[src/rtl/bp_common_pkg.sv]
// bp_common_pkg: shared CLINT address map, FSM state and size encodings.
// Imported by the CLINT top level and its timebase sub-module.
package bp_common_pkg;

    // 4 KiB page holding mipi[c] at c*4
    localparam logic [19:0] clint_mipi_page_gp     = 20'h0_2000;
    // 4 KiB page holding mtimecmp[c] at c*8
    localparam logic [19:0] clint_mtimecmp_page_gp = 20'h0_2004;
    // Doubleword address of the shared mtime counter
    localparam logic [31:0] clint_mtime_addr_gp    = 32'h0200_bff8;

    typedef enum logic {
        e_ready,
        e_resp
    } bp_clint_state_e;

    typedef enum logic [1:0] {
        e_size_1B,
        e_size_2B,
        e_size_4B,
        e_size_8B
    } bp_mem_size_e;

endpackage

[src/rtl/bp_clint_timebase.sv]
// bp_clint_timebase: prescaler plus 64-bit mtime counter with half writes.
// Ports: clk_i, reset_n_i, w_lo_i/w_hi_i half write enables, w_data_i, mtime_o.
module bp_clint_timebase
    import bp_common_pkg::*;
#(
    parameter int timebase_div_p = 8
) (
    input  logic        clk_i,
    input  logic        reset_n_i,
    input  logic        w_lo_i,
    input  logic        w_hi_i,
    input  logic [63:0] w_data_i,
    output logic [63:0] mtime_o
);

    localparam int pw_lp =
        (timebase_div_p > 1) ? $clog2(timebase_div_p) : 1;
    localparam logic [pw_lp-1:0] last_lp = pw_lp'(timebase_div_p - 1);

    logic [pw_lp-1:0] presc_q, presc_d;
    logic [63:0]      mtime_q, mtime_d;
    logic             tick;

    always_comb begin
        tick    = (presc_q == last_lp);
        presc_d = tick ? '0 : presc_q + pw_lp'(1);
        mtime_d = mtime_q + 64'(tick);
        // A software write drops this cycle's increment entirely, so the
        // untouched half keeps its pre-increment value.
        if (w_lo_i || w_hi_i) begin
            mtime_d = mtime_q;
            if (w_lo_i) mtime_d[31:0]  = w_data_i[31:0];
            if (w_hi_i) mtime_d[63:32] = w_data_i[63:32];
        end
    end

    always_ff @(posedge clk_i or negedge reset_n_i) begin
        if (!reset_n_i) begin
            presc_q <= '0;
            mtime_q <= '0;
        end else begin
            presc_q <= presc_d;
            mtime_q <= mtime_d;
        end
    end

    assign mtime_o = mtime_q;

endmodule

[src/rtl/bp_clint_controller.sv]
// bp_clint_controller: core-local interruptor (mipi, mtimecmp, mtime).
// Ports: cmd_* request in, resp_* response out, per-core sw/timer irqs.
module bp_clint_controller
    import bp_common_pkg::*;
#(
    parameter int num_core_p     = 1,
    parameter int paddr_width_p  = 56,
    parameter int data_width_p   = 64,
    parameter int timebase_div_p = 8
) (
    input  logic                     clk_i,
    input  logic                     reset_n_i,
    input  logic                     cmd_v_i,
    output logic                     cmd_ready_o,
    input  logic                     cmd_w_i,
    input  logic [paddr_width_p-1:0] cmd_addr_i,
    input  logic [1:0]               cmd_size_i,
    input  logic [data_width_p-1:0]  cmd_data_i,
    output logic                     resp_v_o,
    input  logic                     resp_yumi_i,
    output logic [data_width_p-1:0]  resp_data_o,
    output logic                     resp_err_o,
    output logic [num_core_p-1:0]    software_irq_o,
    output logic [num_core_p-1:0]    timer_irq_o
);

    localparam logic [9:0] ncore_lp = 10'(num_core_p);

    bp_clint_state_e state_q, state_d;
    logic [63:0] resp_data_q, resp_data_d;
    logic        resp_err_q, resp_err_d;
    logic [num_core_p-1:0]        mipi_q, mipi_d;
    logic [num_core_p-1:0][63:0]  mtimecmp_q, mtimecmp_d;
    logic [num_core_p-1:0]        timer_irq_q, timer_irq_d;

    logic [63:0] mtime;
    logic        time_w_lo, time_w_hi;

    logic        sz8, size_ok, hi_ok, aligned;
    logic        hit_mipi, hit_cmp, hit_time;
    logic        w_lo, w_hi;
    logic [19:0] page;
    logic [9:0]  mipi_idx, cmp_idx;
    logic [63:0] wdata, sel_cmp, full, rdata;
    logic        sel_mipi;

    bp_clint_timebase #(
        .timebase_div_p(timebase_div_p)
    ) timebase (
        .clk_i    (clk_i),
        .reset_n_i(reset_n_i),
        .w_lo_i   (time_w_lo),
        .w_hi_i   (time_w_hi),
        .w_data_i (wdata),
        .mtime_o  (mtime)
    );

    // Address decode and read mux
    always_comb begin
        sz8      = (cmd_size_i == e_size_8B);
        size_ok  = (cmd_size_i == e_size_4B) || sz8;
        hi_ok    = (cmd_addr_i[paddr_width_p-1:32] == '0);
        aligned  = sz8 ? (cmd_addr_i[2:0] == 3'b0)
                       : (cmd_addr_i[1:0] == 2'b0);
        page     = cmd_addr_i[31:12];
        mipi_idx = cmd_addr_i[11:2];
        cmp_idx  = {1'b0, cmd_addr_i[11:3]};

        hit_mipi = hi_ok && size_ok && !sz8 && aligned
                && (page == clint_mipi_page_gp)
                && (mipi_idx < ncore_lp);
        hit_cmp  = hi_ok && size_ok && aligned
                && (page == clint_mtimecmp_page_gp)
                && (cmp_idx < ncore_lp);
        hit_time = hi_ok && size_ok && aligned
                && (cmd_addr_i[31:3] == clint_mtime_addr_gp[31:3]);

        w_lo  = sz8 || !cmd_addr_i[2];
        w_hi  = sz8 ||  cmd_addr_i[2];
        // 4B data arrives LSB-aligned; replicate so either half can take it
        wdata = sz8 ? cmd_data_i[63:0]
                    : {cmd_data_i[31:0], cmd_data_i[31:0]};

        sel_cmp  = '0;
        sel_mipi = 1'b0;
        for (int c = 0; c < num_core_p; c++) begin
            if (cmp_idx == 10'(c))  sel_cmp  = mtimecmp_q[c];
            if (mipi_idx == 10'(c)) sel_mipi = mipi_q[c];
        end

        full = hit_time ? mtime : sel_cmp;
        if (hit_mipi)
            rdata = {63'b0, sel_mipi};
        else if (sz8)
            rdata = full;
        else if (cmd_addr_i[2])
            rdata = {32'b0, full[63:32]};
        else
            rdata = {32'b0, full[31:0]};
    end

    // FSM and register updates
    always_comb begin
        state_d     = state_q;
        resp_data_d = resp_data_q;
        resp_err_d  = resp_err_q;
        mipi_d      = mipi_q;
        mtimecmp_d  = mtimecmp_q;
        time_w_lo   = 1'b0;
        time_w_hi   = 1'b0;

        unique case (state_q)
            e_ready: begin
                if (cmd_v_i) begin
                    state_d     = e_resp;
                    resp_err_d  = !(hit_mipi || hit_cmp || hit_time);
                    resp_data_d = (cmd_w_i || resp_err_d) ? '0 : rdata;
                    if (cmd_w_i) begin
                        for (int c = 0; c < num_core_p; c++) begin
                            if (hit_mipi && mipi_idx == 10'(c))
                                mipi_d[c] = cmd_data_i[0];
                            if (hit_cmp && cmp_idx == 10'(c)) begin
                                if (w_lo) mtimecmp_d[c][31:0]  = wdata[31:0];
                                if (w_hi) mtimecmp_d[c][63:32] = wdata[63:32];
                            end
                        end
                        time_w_lo = hit_time && w_lo;
                        time_w_hi = hit_time && w_hi;
                    end
                end
            end
            e_resp: begin
                if (resp_yumi_i) state_d = e_ready;
            end
            default: state_d = e_ready;
        endcase

        for (int c = 0; c < num_core_p; c++)
            timer_irq_d[c] = (mtime >= mtimecmp_q[c]);
    end

    always_ff @(posedge clk_i or negedge reset_n_i) begin
        if (!reset_n_i) begin
            state_q     <= e_ready;
            resp_data_q <= '0;
            resp_err_q  <= 1'b0;
            mipi_q      <= '0;
            mtimecmp_q  <= '1;
            timer_irq_q <= '0;
        end else begin
            state_q     <= state_d;
            resp_data_q <= resp_data_d;
            resp_err_q  <= resp_err_d;
            mipi_q      <= mipi_d;
            mtimecmp_q  <= mtimecmp_d;
            timer_irq_q <= timer_irq_d;
        end
    end

    assign cmd_ready_o    = (state_q == e_ready);
    assign resp_v_o       = (state_q == e_resp);
    assign resp_data_o    = resp_data_q;
    assign resp_err_o     = resp_err_q;
    assign software_irq_o = mipi_q;
    assign timer_irq_o    = timer_irq_q;

endmodule

[config.mk]
export PLATFORM = sky130hd
export DESIGN_NAME = bp_clint_controller
export DESIGN_NICKNAME = d
export VERILOG_FILES = /design/src/rtl/bp_common_pkg.sv /design/src/rtl/bp_clint_timebase.sv /design/src/rtl/bp_clint_controller.sv
export SDC_FILE = /design/constraint.sdc
export NUM_CORES = 1
export LEC_CHECK = 0
export CELL_PAD_IN_SITES_DETAIL_PLACEMENT = 0
export CELL_PAD_IN_SITES_GLOBAL_PLACEMENT = 1
export CORE_MARGIN = 5
export CORE_UTILIZATION = 45
export DETAILED_ROUTE_END_ITERATION = 7
export GPL_TIMING_DRIVEN = 0
export PLACE_DENSITY_LB_ADDON = 0.1
export SYNTH_ARGS = -nofsm -noshare
export SYNTH_HDL_FRONTEND = slang
export SYNTH_SLANG_ARGS = --single-unit
[constraint.sdc]
create_clock -name clk_i -period 4.9 [get_ports clk_i]
set_input_delay 0.98 -clock clk_i [delete_from_list [all_inputs] [get_ports clk_i]]
set_output_delay 0.98 -clock clk_i [all_outputs]
set_load 0.01 [all_outputs]
== After elaboration in Yosys (flattened, before gate mapping) ==
Index checks and enable logic that the tools add are counted.

* Input port bits: 127
* Output and inout bits: 69
* Register bits after elaboration: 199
* RAM bits: 0
* Memory bits (read-only): 0
* Latch bits: 0
* Memories: 0

* $mul: 0
* Reductions and logical operators: 33
* Div/mod/pow operators: 0
* Eq/ne operators: 8
* Muxes and demuxes: 22
* Order comparisons: 3
* Bitwise logic cells: 1
* Add/subtract/negate cells: 2
* Shifts and indexed selects: 0

{| class="wikitable"
|+ Operators with widths
! cell !! number
|-
| two-way mux 64 bit || 7
|-
| two-way mux 32 bit || 3
|-
| adder 64 x 1 -> 64 bit || 1
|-
| >= comparator 64 bit || 1
|-
| == test 20 x 14 -> 1 bit, second input constant || 2
|-
| == test 29 x 23 -> 1 bit, second input constant || 1
|-
| logical NOT 24 bit || 1
|-
| logical NOT 10 bit || 2
|-
| logical AND 1 bit || 13
|-
| < comparator 10 x 1 -> 1 bit, second input constant || 1
|-
| two-way mux 1 bit || 10
|-
| AND reduction 5 bit || 2
|-
| logical NOT 9 bit || 1
|-
| < comparator 9 x 1 -> 1 bit, second input constant || 1
|-
| logical OR 1 bit || 7
|-
| == test 2 bit, second input constant || 2
|-
| inequality test 2 x 1 -> 1 bit, second input constant || 2
|-
| AND reduction 4 bit || 1
|-
| adder 3 x 1 -> 3 bit, second input constant || 1
|-
| == test 3 bit, second input constant || 1
|-
| logical NOT 1 bit || 3
|-
| logical NOT 3 bit || 1
|-
| two-way mux 3 bit || 1
|-
| logical NOT 2 bit || 1
|-
| other kinds (3) || 3
|}

== Depth between registers and ports, before layout ==
Gate-level depths: netlist (run 1).

* Word-level depth: 12
* Depth in mapped cells: 11
* Gate-level depth less buffers: 10

== Cells and area by module ==
From an unflattened synthesis (run 1), not the netlist that was laid out.

* Cells, all modules: 1210
* Area, all modules: 12029.0 sq um

{| class="wikitable"
|+ By module, submodules not included
! module !! sequential area each (sq um) !! area each (sq um) !! cells each !! instances
|-
| bp_clint_controller || 3383.2 || 8006.4 || 749 || 1
|-
| bp_clint_timebase || 1676.6 || 4022.6 || 461 || 1
|}

== Worst setup path after synthesis (run 1) ==
Ideal clock, no wire load.

* Path kind: in2reg
* Start point: input port cmd_addr_i[55]
* End point: register mtimecmp_q[21] (netlist name)
* Buffers on the path: 1
* Arrival time: 3.297 ns
* Cell stages on the path: 7
* Setup slack: 1.521 ns
* Data required time: 4.818 ns
* Path through: or4_4 > a2111oi_4 > nand3_1 > or3_4 > nor3_2 > buf_4 > mux2_2

* Cells in the longest elaborated chain, start to end: 7

{| class="wikitable"
|+ Ends and longest elaborated chain
! item !! line !! RTL
|-
| start, declared || bp_clint_controller.sv:16 || <nowiki>input logic [paddr_width_p-1:0] cmd_addr_i,</nowiki>
|-
| logical NOT 24 bit || bp_clint_controller.sv:62 || <nowiki>hi_ok = (cmd_addr_i[paddr_width_p-1:32] == '0);</nowiki>
|-
| logical AND 1 bit (2 in series) || bp_clint_controller.sv:72 || <nowiki>hit_cmp = hi_ok && size_ok && aligned</nowiki>
|-
| logical AND 1 bit || bp_clint_controller.sv:73 || <nowiki>&& (page == clint_mtimecmp_page_gp)</nowiki>
|-
| logical AND 1 bit || bp_clint_controller.sv:74 || <nowiki>&& (cmp_idx < ncore_lp);</nowiki>
|-
| logical AND 1 bit || bp_clint_controller.sv:122 || <nowiki>if (hit_cmp && cmp_idx == 10'(c)) begin</nowiki>
|-
| AND reduction 5 bit (no source line) || n/a ||
|-
| end signal, assigned || bp_clint_controller.sv:155 || <nowiki>mtimecmp_q <= mtimecmp_d;</nowiki>
|-
| end, declared || bp_clint_controller.sv:33 || <nowiki>logic [num_core_p-1:0][63:0] mtimecmp_q, mtimecmp_d;</nowiki>
|}

Every way passes these cells.
A chain may end at the register's enable or synchronous reset.

== Final worst setup path (run 1) ==
* Start point: input port cmd_addr_i[0]
* End point: register timebase.mtime_q[57] (netlist: timebase.mtime_o[57])

* Cells in the longest elaborated chain, start to end: 10

{| class="wikitable"
|+ Ends and longest elaborated chain
! item !! line !! RTL
|-
| logical NOT 3 bit / logical NOT 2 bit (equally long branches) || bp_clint_controller.sv:63, bp_clint_controller.sv:64 ||
|-
| two-way mux 1 bit * || bp_clint_controller.sv:63 || <nowiki>aligned = sz8 ? (cmd_addr_i[2:0] == 3'b0)</nowiki>
|-
| logical AND 1 bit * || bp_clint_controller.sv:75 || <nowiki>hit_time = hi_ok && size_ok && aligned</nowiki>
|-
| logical AND 1 bit * || bp_clint_controller.sv:76 || <nowiki>&& (cmd_addr_i[31:3] == clint_mtime_addr_gp[31:3]);</nowiki>
|-
| logical AND 1 bit, on equally long branches || bp_clint_controller.sv:127, bp_clint_controller.sv:128 ||
|-
| two-way mux 1 bit || bp_clint_controller.sv:118 || <nowiki>if (cmd_w_i) begin</nowiki>
|-
| two-way mux 1 bit || bp_clint_controller.sv:114 || <nowiki>if (cmd_v_i) begin</nowiki>
|-
| two-way mux 1 bit || bp_clint_controller.sv:112 || <nowiki>unique case (state_q)</nowiki>
|-
| logical OR 1 bit || bp_clint_timebase.sv:30 || <nowiki>if (w_lo_i || w_hi_i) begin</nowiki>
|-
| inequality test 2 x 1 -> 1 bit (no source line) / two-way mux 64 bit (equally long branches) || n/a ||
|-
| end signal, assigned || bp_clint_timebase.sv:43 || <nowiki>mtime_q <= mtime_d;</nowiki>
|-
| end, declared || bp_clint_timebase.sv:21 || <nowiki>logic [63:0] mtime_q, mtime_d;</nowiki>
|}

Every way passes the cells marked *; elsewhere a longest branch is shown, timed or not.

==> run summary, run 1 <==
run status: complete, no violations
max_slew headroom: 5.72%
crit path DAT: 4660 ps
Internal Pwr Total: 2.48 mW
Top delay family on crit path: simple AND/OR/NAND/NOR gates
worst skew pair latency: 460 ps
GRT Overall Usage: 29.9%
TritonCTS clock tree: built
worst setup slack before clock tree synthesis: 190 ps
Clock transition at path regs: 80 ps
Total Nets Final: 1686
final-report setup violation count: 0
total instance count after detailed placement: 1807
kind of launch point of the worst setup path: input port
worst slack on hold paths: 442 ps
non-filler instance count after layout: 1839
violation count after the first detailed-routing iteration: 1257
share of async-settable or async-resettable flops after synthesis: 100%
total detailed-routing wirelength: 45.5 mm
IR Drop Worst-Case VDD: 0.209 mV
fraction of layout cells with a size suffix above 1: 11.4%
Leakage Power: 5.85 nW
number of inserted diodes: 0
post-route cell area: 15000 um^2
TritonCTS buffer count: 17
leftover overflow at the end of global routing: 0
summed negative setup slack over all endpoints: 0 ps
HPWL after detailed placement: 34.3 mm
initial antenna violation count: 0
NetSw: 955 uW
Tightest Hold Check Type: reg -> reg
synthesized area: 12000 um^2
Hold Fails Final Rpt: 0
Clock Tree Root: clkbuf_16
layout overhead on the synthesized area: 25.0%
net switching share of the total power: 27.8%
power density of the placed cells: 229 nW/um^2
class of the most critical setup path: in -> reg
count of pins on the block boundary: 196
input/output buffers: 194
detail-routed net length per standard cell: 24.7 um
via density per instance: 6.26
sum of buffers and inverters on the critical path: 2
part of the power in combinational logic: 9.3%
number of DRC violations after detailed routing: 0
number of nets produced by synthesis: 1472
total of cells resized after clock tree synthesis: 0
part of the total power dissipated in sequential elements: 48.0%
placer's final routability congestion estimate: 0.961
area of the core: 26100 um^2
clock skew after layout: 17.8 ps
critical path cell sequence: clkdlybuf4s50_1 > or4_1 > a2111oi_4 > nand4_2 > nor3_2 > clkbuf_1 > a222oi_1
RSZ-0062 raised after global routing: false
critical-path cell with the highest stage delay: nor3_2
DRT Pass-1 Iters: 8
Post-Syn Instances: 1277
horizontal die dimension: 173 um
Peak Freq: 229 MHz
count of nets left with antenna violations after detail routing: 0
required time at the worst-slack endpoint: 5190 ps
number of max-slew violations in the final report: 0
Post-synth EDFFs: 0
Post-Place Cell Area: 14400 um^2
die area: 30000 um^2
clk buf depth: 2
largest net degree at the start of global routing: 105
proportion of synthesized chip area in sequential cells: 42.1%
height of the die: 173 um
worst-path maximum fanout: 10
count of cell types in the netlist: 69
CTS Sinks: 199
Mean Syn Cell Area: 9.40 um^2
placement row count: 59
sum of internal, switching and leakage power: 3.43 mW
number of buffers added for setup after CTS: 0
starting utilization of the core area: 45.9%
global-route wire length before repair: 69.6 mm
fill cell count: 2428
proportion of power drawn by the clock network: 42.7%
worst-case setup margin in the final layout: 535 ps
synthesized flop and latch total: 199
Warnings, synthesis: 0
utilization after layout: 57.4%
minimum clock period after layout: 4370 ps
Tightest Pin Transition: 1400 ps
worst stage delay on the critical path: 900 ps
Max Cap Viol: 0
number of H-tree levels: 4
number of global-route vias before repair: 11300
most used flip-flop cell after synthesis: dfrtp_1
final cycle utilization of the critical path: 89.1%
number of hold-repair buffers added at the cts stage: 0
CP Capture Type: register
DR vias: 11500
==> path summary, 6_finish.rpt <==
path	startpoint	endpoint	slack [ps]	cells past startpoint
min in group asynchronous	reset_n_i	resp_data_o[57]$_DFFE_PN0P_	500	1
worst max-delay path	cmd_addr_i[0]	timebase.mtime_o[57]$_DFFE_PN0P_	530	7
worst min register to register	timebase.presc_q[0]$_DFF_PN0_	timebase.presc_q[0]$_DFF_PN0_	440	1
worst max register to register	timebase.presc_q[0]$_DFF_PN0_	timebase.mtime_o[48]$_DFFE_PN0P_	570	11
worst min-delay path	timebase.presc_q[0]$_DFF_PN0_	timebase.presc_q[0]$_DFF_PN0_	440	1
max in group asynchronous	reset_n_i	mtimecmp_q[11]$_DFFE_PN1P_	3410	2
==> worst reg2reg max path, delay by kind of cell (launching register included) <==
| kind | cells | cell delay (ps) |
|---|---|---|
| buffers and inverters | 1 | 320 |
| DFF | 1 | 370 |
| adders and majority gates | 4 | 850 |
| and+or+nand+nor | 3 | 1720 |
| AOI/OAI and AO/OA | 3 | 970 |
==> power by group through the flow <==
stage	logic (mW)	registers, mW	clock network (mW)
global placement	0.314	1.68	0
global route	0.341	1.65	1.53
floorplan	0.0934	1.68	0
CTS	0.320	1.65	1.47
finish	0.319	1.65	1.47
detailed placement	0.318	1.68	0
==> logic make-up (layout without fill, tap and decap cells) <==
kind of cell    Yosys count  after routing  share of synthesized area, %
simple gates            392            392                          16.6
compound gates          387            387                          22.3
flops                   199            199                          42.1
buf+inv                 159            386                          5.55
mux                      70             70                          6.19
fa+ha+maj                68             68                          7.09
xor+xnor                  2              2                         0.146
==> cells in the mapped netlist (34+ instances only) <==
cell type,instances,area share [%]
and2_1,39,2.0
a21oi_1,59,2.5
ha_1,68,7.1
mux2_2,34,3.2
dfstp_2,64,14
mux2i_1,36,3.0
clkbuf_1,53,1.7
a221oi_1,42,3.1
nand2_1,148,4.6
a211oi_1,35,2.2
inv_1,81,2.5
dfrtp_1,135,28
o21ai_1,40,1.7
nor2_1,44,1.4
o21ai_0,63,2.6
==> layout make-up <==
class                           instances  area [um^2]  area share, %
Timing Repair Buffer                  195         1970           13.2
Inverter                               81          304           2.03
Multi-Input combinational cell        919         6280           41.9
Clock inverter                         15          178           1.18
Sequential cell                       199         5060           33.7
Tap cell                              335          419           2.79
Buffer                                 78          363           2.42
Clock buffer                           17          425           2.83
==> sequential cells by signal, summed over array words and instances, names as in the netlist <==
| signal | flops |
|---|---|
| timebase.presc_q | 3 |
| resp_err_o | 1 |
| mtimecmp_q | 64 |
| timebase.mtime_o | 64 |
| timer_irq_o | 1 |
| resp_data_o | 64 |
| software_irq_o | 1 |
| resp_v_o | 1 |
==> per-layer routing <==
layer	GRT usage [%]	up-vias	wire length, um
met5	0	-	0
met4	11.2	0	1650
met3	6.26	91	3970
met2	46.7	561	20500
met1	41.0	5638	19300
li1	-	5228	-
==> layout by cell type (no fill, tap or decap), types with 34 or more instances in the layout <==
cell	count
clkdlybuf4s50_1	193
nand2_1	148
dfrtp_1	135
inv_1	81
ha_1	68
dfstp_2	64
o21ai_0	63
a21oi_1	59
clkbuf_1	53
nor2_1	44
a221oi_1	42
o21ai_1	40
and2_1	39
mux2i_1	36
a211oi_1	35
mux2_2	34
No activity file was read; power rests on OpenSTA's default activity.
==> run 2: changes to the inputs <==
Settings changed: GPL_ROUTABILITY_DRIVEN set to 0.
Clock period 4.9 ns to 5.6 ns, I/O delays scaled along.
==> run 2 against run 1 <==
Compared with the run above: die area unchanged; utilization rose by 0.081 points; hold slack got worse by 1.6 ps; sequential share of layout area about the same; design area is 0.14% higher; combinational power decreased by 13%; sequential power fell by 13%; global-route usage is 0.30 points lower; total power shrank 11%; via count increased by 0.83%; cell count stayed put; worst setup slack gained 480 ps.
==> run summary, run 2 (same netlist as run 1, synthesis figures left out) <==
count of pins on the block boundary: 196 (unchanged)
run status: complete, no violations
Leakage Power: 5.85 nW (+0.15%)
Clock transition at path regs: 90 ps (about the same)
input/output buffers: 194 (unchanged)
max_slew headroom: 4.57% (-1.2 points)
total of cells resized after clock tree synthesis: 0 (unchanged)
starting utilization of the core area: 45.9% (unchanged)
Worst Hold Depth: 1 (unchanged)
TritonCTS clock tree: built
CP Capture Type: register
met3 demand-to-capacity share in global routing: 5.76% (-0.50 points)
post-route cell area: 15000 um^2 (+0.14%)
final-report setup violation count: 0 (unchanged)
fill cell count: 2328 (-4.1%)
IR Drop Worst-Case VDD: 0.208 mV (-0.26%)
number of H-tree levels: 4 (unchanged)
worst skew pair latency: 450 ps (about the same)
CTS Sinks: 199 (unchanged)
GRT Overall Usage: 29.6% (-0.30 points)
class of the most critical setup path: in -> reg
violation count after the first detailed-routing iteration: 1251 (-0.48%)
count of nets left with antenna violations after detail routing: 0 (unchanged)
power density of the placed cells: 202 nW/um^2 (-12%)
RSZ-0062 raised after global routing: false
Clock Tree Root: clkbuf_16
layout overhead on the synthesized area: 25.2%
DRT Pass-1 Iters: 5 (-3)
Hold Fails Final Rpt: 0 (unchanged)
placement row count: 59 (unchanged)
Tightest Pin Transition: 1430 ps (+28.1 ps)
met2 routing resource usage after global routing: 45.7% (-0.98 points)
Total Nets Final: 1686 (unchanged)
clk buf depth: 2 (unchanged)
number of inserted diodes: 0 (unchanged)
number of hold-repair buffers added at the cts stage: 0 (unchanged)
DR vias: 11600 (+0.83%)
global-route wire length before repair: 69.1 mm (-0.76%)
Max Cap Viol: 0 (unchanged)
GR peak layer: met2
largest net degree at the start of global routing: 101 (-3.8%)
number of buffers added for setup after CTS: 0 (unchanged)
total instance count after detailed placement: 1807 (unchanged)
commonest cells after routing, fill and taps aside: clkdlybuf4s50_1, nand2_1, dfrtp_1
most frequent standard cell in the layout excluding fill and tap cells: clkdlybuf4s50_1
TritonCTS buffer count: 17 (unchanged)
detail-routed net length per standard cell: 24.6 um (-0.41%)
height of the die: 173 um (unchanged)
total detailed-routing wirelength: 45.3 mm (-0.41%)
area of the core: 26100 um^2 (unchanged)
leftover overflow at the end of global routing: 0 (unchanged)
kind of launch point of the worst setup path: input port
worst reg2reg path depth: 11 (unchanged)
Peak Freq: 218 MHz
number of DRC violations after detailed routing: 0 (unchanged)
met1 track demand over resource in global routing: 41.2% (+0.17 points)
fraction of layout cells with a size suffix above 1: 11.4% (unchanged)
via density per instance: 6.32 (+0.83%)
horizontal die dimension: 173 um (unchanged)
number of max-slew violations in the final report: 0 (unchanged)
clock skew after layout: 18.5 ps (+0.649 ps)
Tightest Hold Check Type: reg -> reg
die area: 30000 um^2 (unchanged)
Post-Place Cell Area: 14400 um^2 (unchanged)
number of global-route vias before repair: 11400 (+0.63%)
crit path DAT: 4920 ps (+260 ps)
minimum clock period after layout: 4590 ps
worst-path maximum fanout: 10 (unchanged)
HPWL after detailed placement: 34.3 mm (-0.17%)
sum of internal, switching and leakage power: 3.04 mW (-11%)
non-filler instance count after layout: 1839 (unchanged)
final cycle utilization of the critical path: 81.9%
utilization after layout: 57.5% (+0.081 points)
required time at the worst-slack endpoint: 5940 ps (+750 ps)
initial antenna violation count: 1 (+1)
-- run 2: cell count changes in the layout (fill, tap and decap cells not counted), sizes merged --
cell | before | now
inv | 87 | 89
bufinv | 0 | 1
clkinv | 8 | 5
-- run 2: where the power goes --
group	leakage [nW]	internal, mW	switching [mW]
sequential	2.37	1.44	0.00175
combinational	3.18	0.122	0.158
clock	0.301	0.653	0.668
-- run 2: cell type report --
cell class | instances | area, um^2 | area share [%]
Multi-Input combinational cell | 919 | 6280 | 41.8
Sequential cell | 199 | 5060 | 33.7
Timing Repair Buffer | 195 | 1970 | 13.1
Clock buffer | 17 | 425 | 2.83
Tap cell | 335 | 419 | 2.79
Buffer | 78 | 363 | 2.41
Inverter | 81 | 304 | 2.02
Clock inverter | 15 | 199 | 1.32
-- run 2: through the flow --
stage / hold slack (ps) / setup slack [ps] / setup TNS [ps]
2_1_floorplan: 403 / 2080 / 0
3_3_place_gp: 416 / -5350 / -887410
3_5_place_dp: 429 / 724 / 0
4_1_cts: 442 / 1200 / 0
5_1_grt: 453 / 956 / 0
6_report: 440 / 1010 / 0
-- run 2: worst max-delay path: stages --
cell	delay, ps
clkdlybuf4s50_1	420
or4_1	570
a2111oi_4	460
nand4_1	420
nor3_1	920
clkbuf_1	650
a22oi_1	200
o31a_1	150
-- run 2: final timing paths --
| check | end | slack [ps] | start |
|---|---|---|---|
| min in group asynchronous | resp_data_o[57]$_DFFE_PN0P_ | 710 | reset_n_i |
| max | timebase.mtime_o[60]$_DFFE_PN0P_ | 1010 | cmd_addr_i[0] |
| min | timebase.presc_q[0]$_DFF_PN0_ | 440 | timebase.presc_q[0]$_DFF_PN0_ |
| max in group asynchronous | mtimecmp_q[44]$_DFFE_PN1P_ | 3880 | reset_n_i |
| min reg2reg | timebase.presc_q[0]$_DFF_PN0_ | 440 | timebase.presc_q[0]$_DFF_PN0_ |
| max reg2reg | timebase.mtime_o[48]$_DFFE_PN0P_ | 1310 | timebase.presc_q[0]$_DFF_PN0_ |
-- run 2: routing by layer --
metal | vias to the layer above | share of wire (%)
li1 | 5205 | -
met1 | 5745 | 43
met2 | 554 | 45
met3 | 108 | 7.9
met4 | 2 | 4.1
met5 | - | 0.029
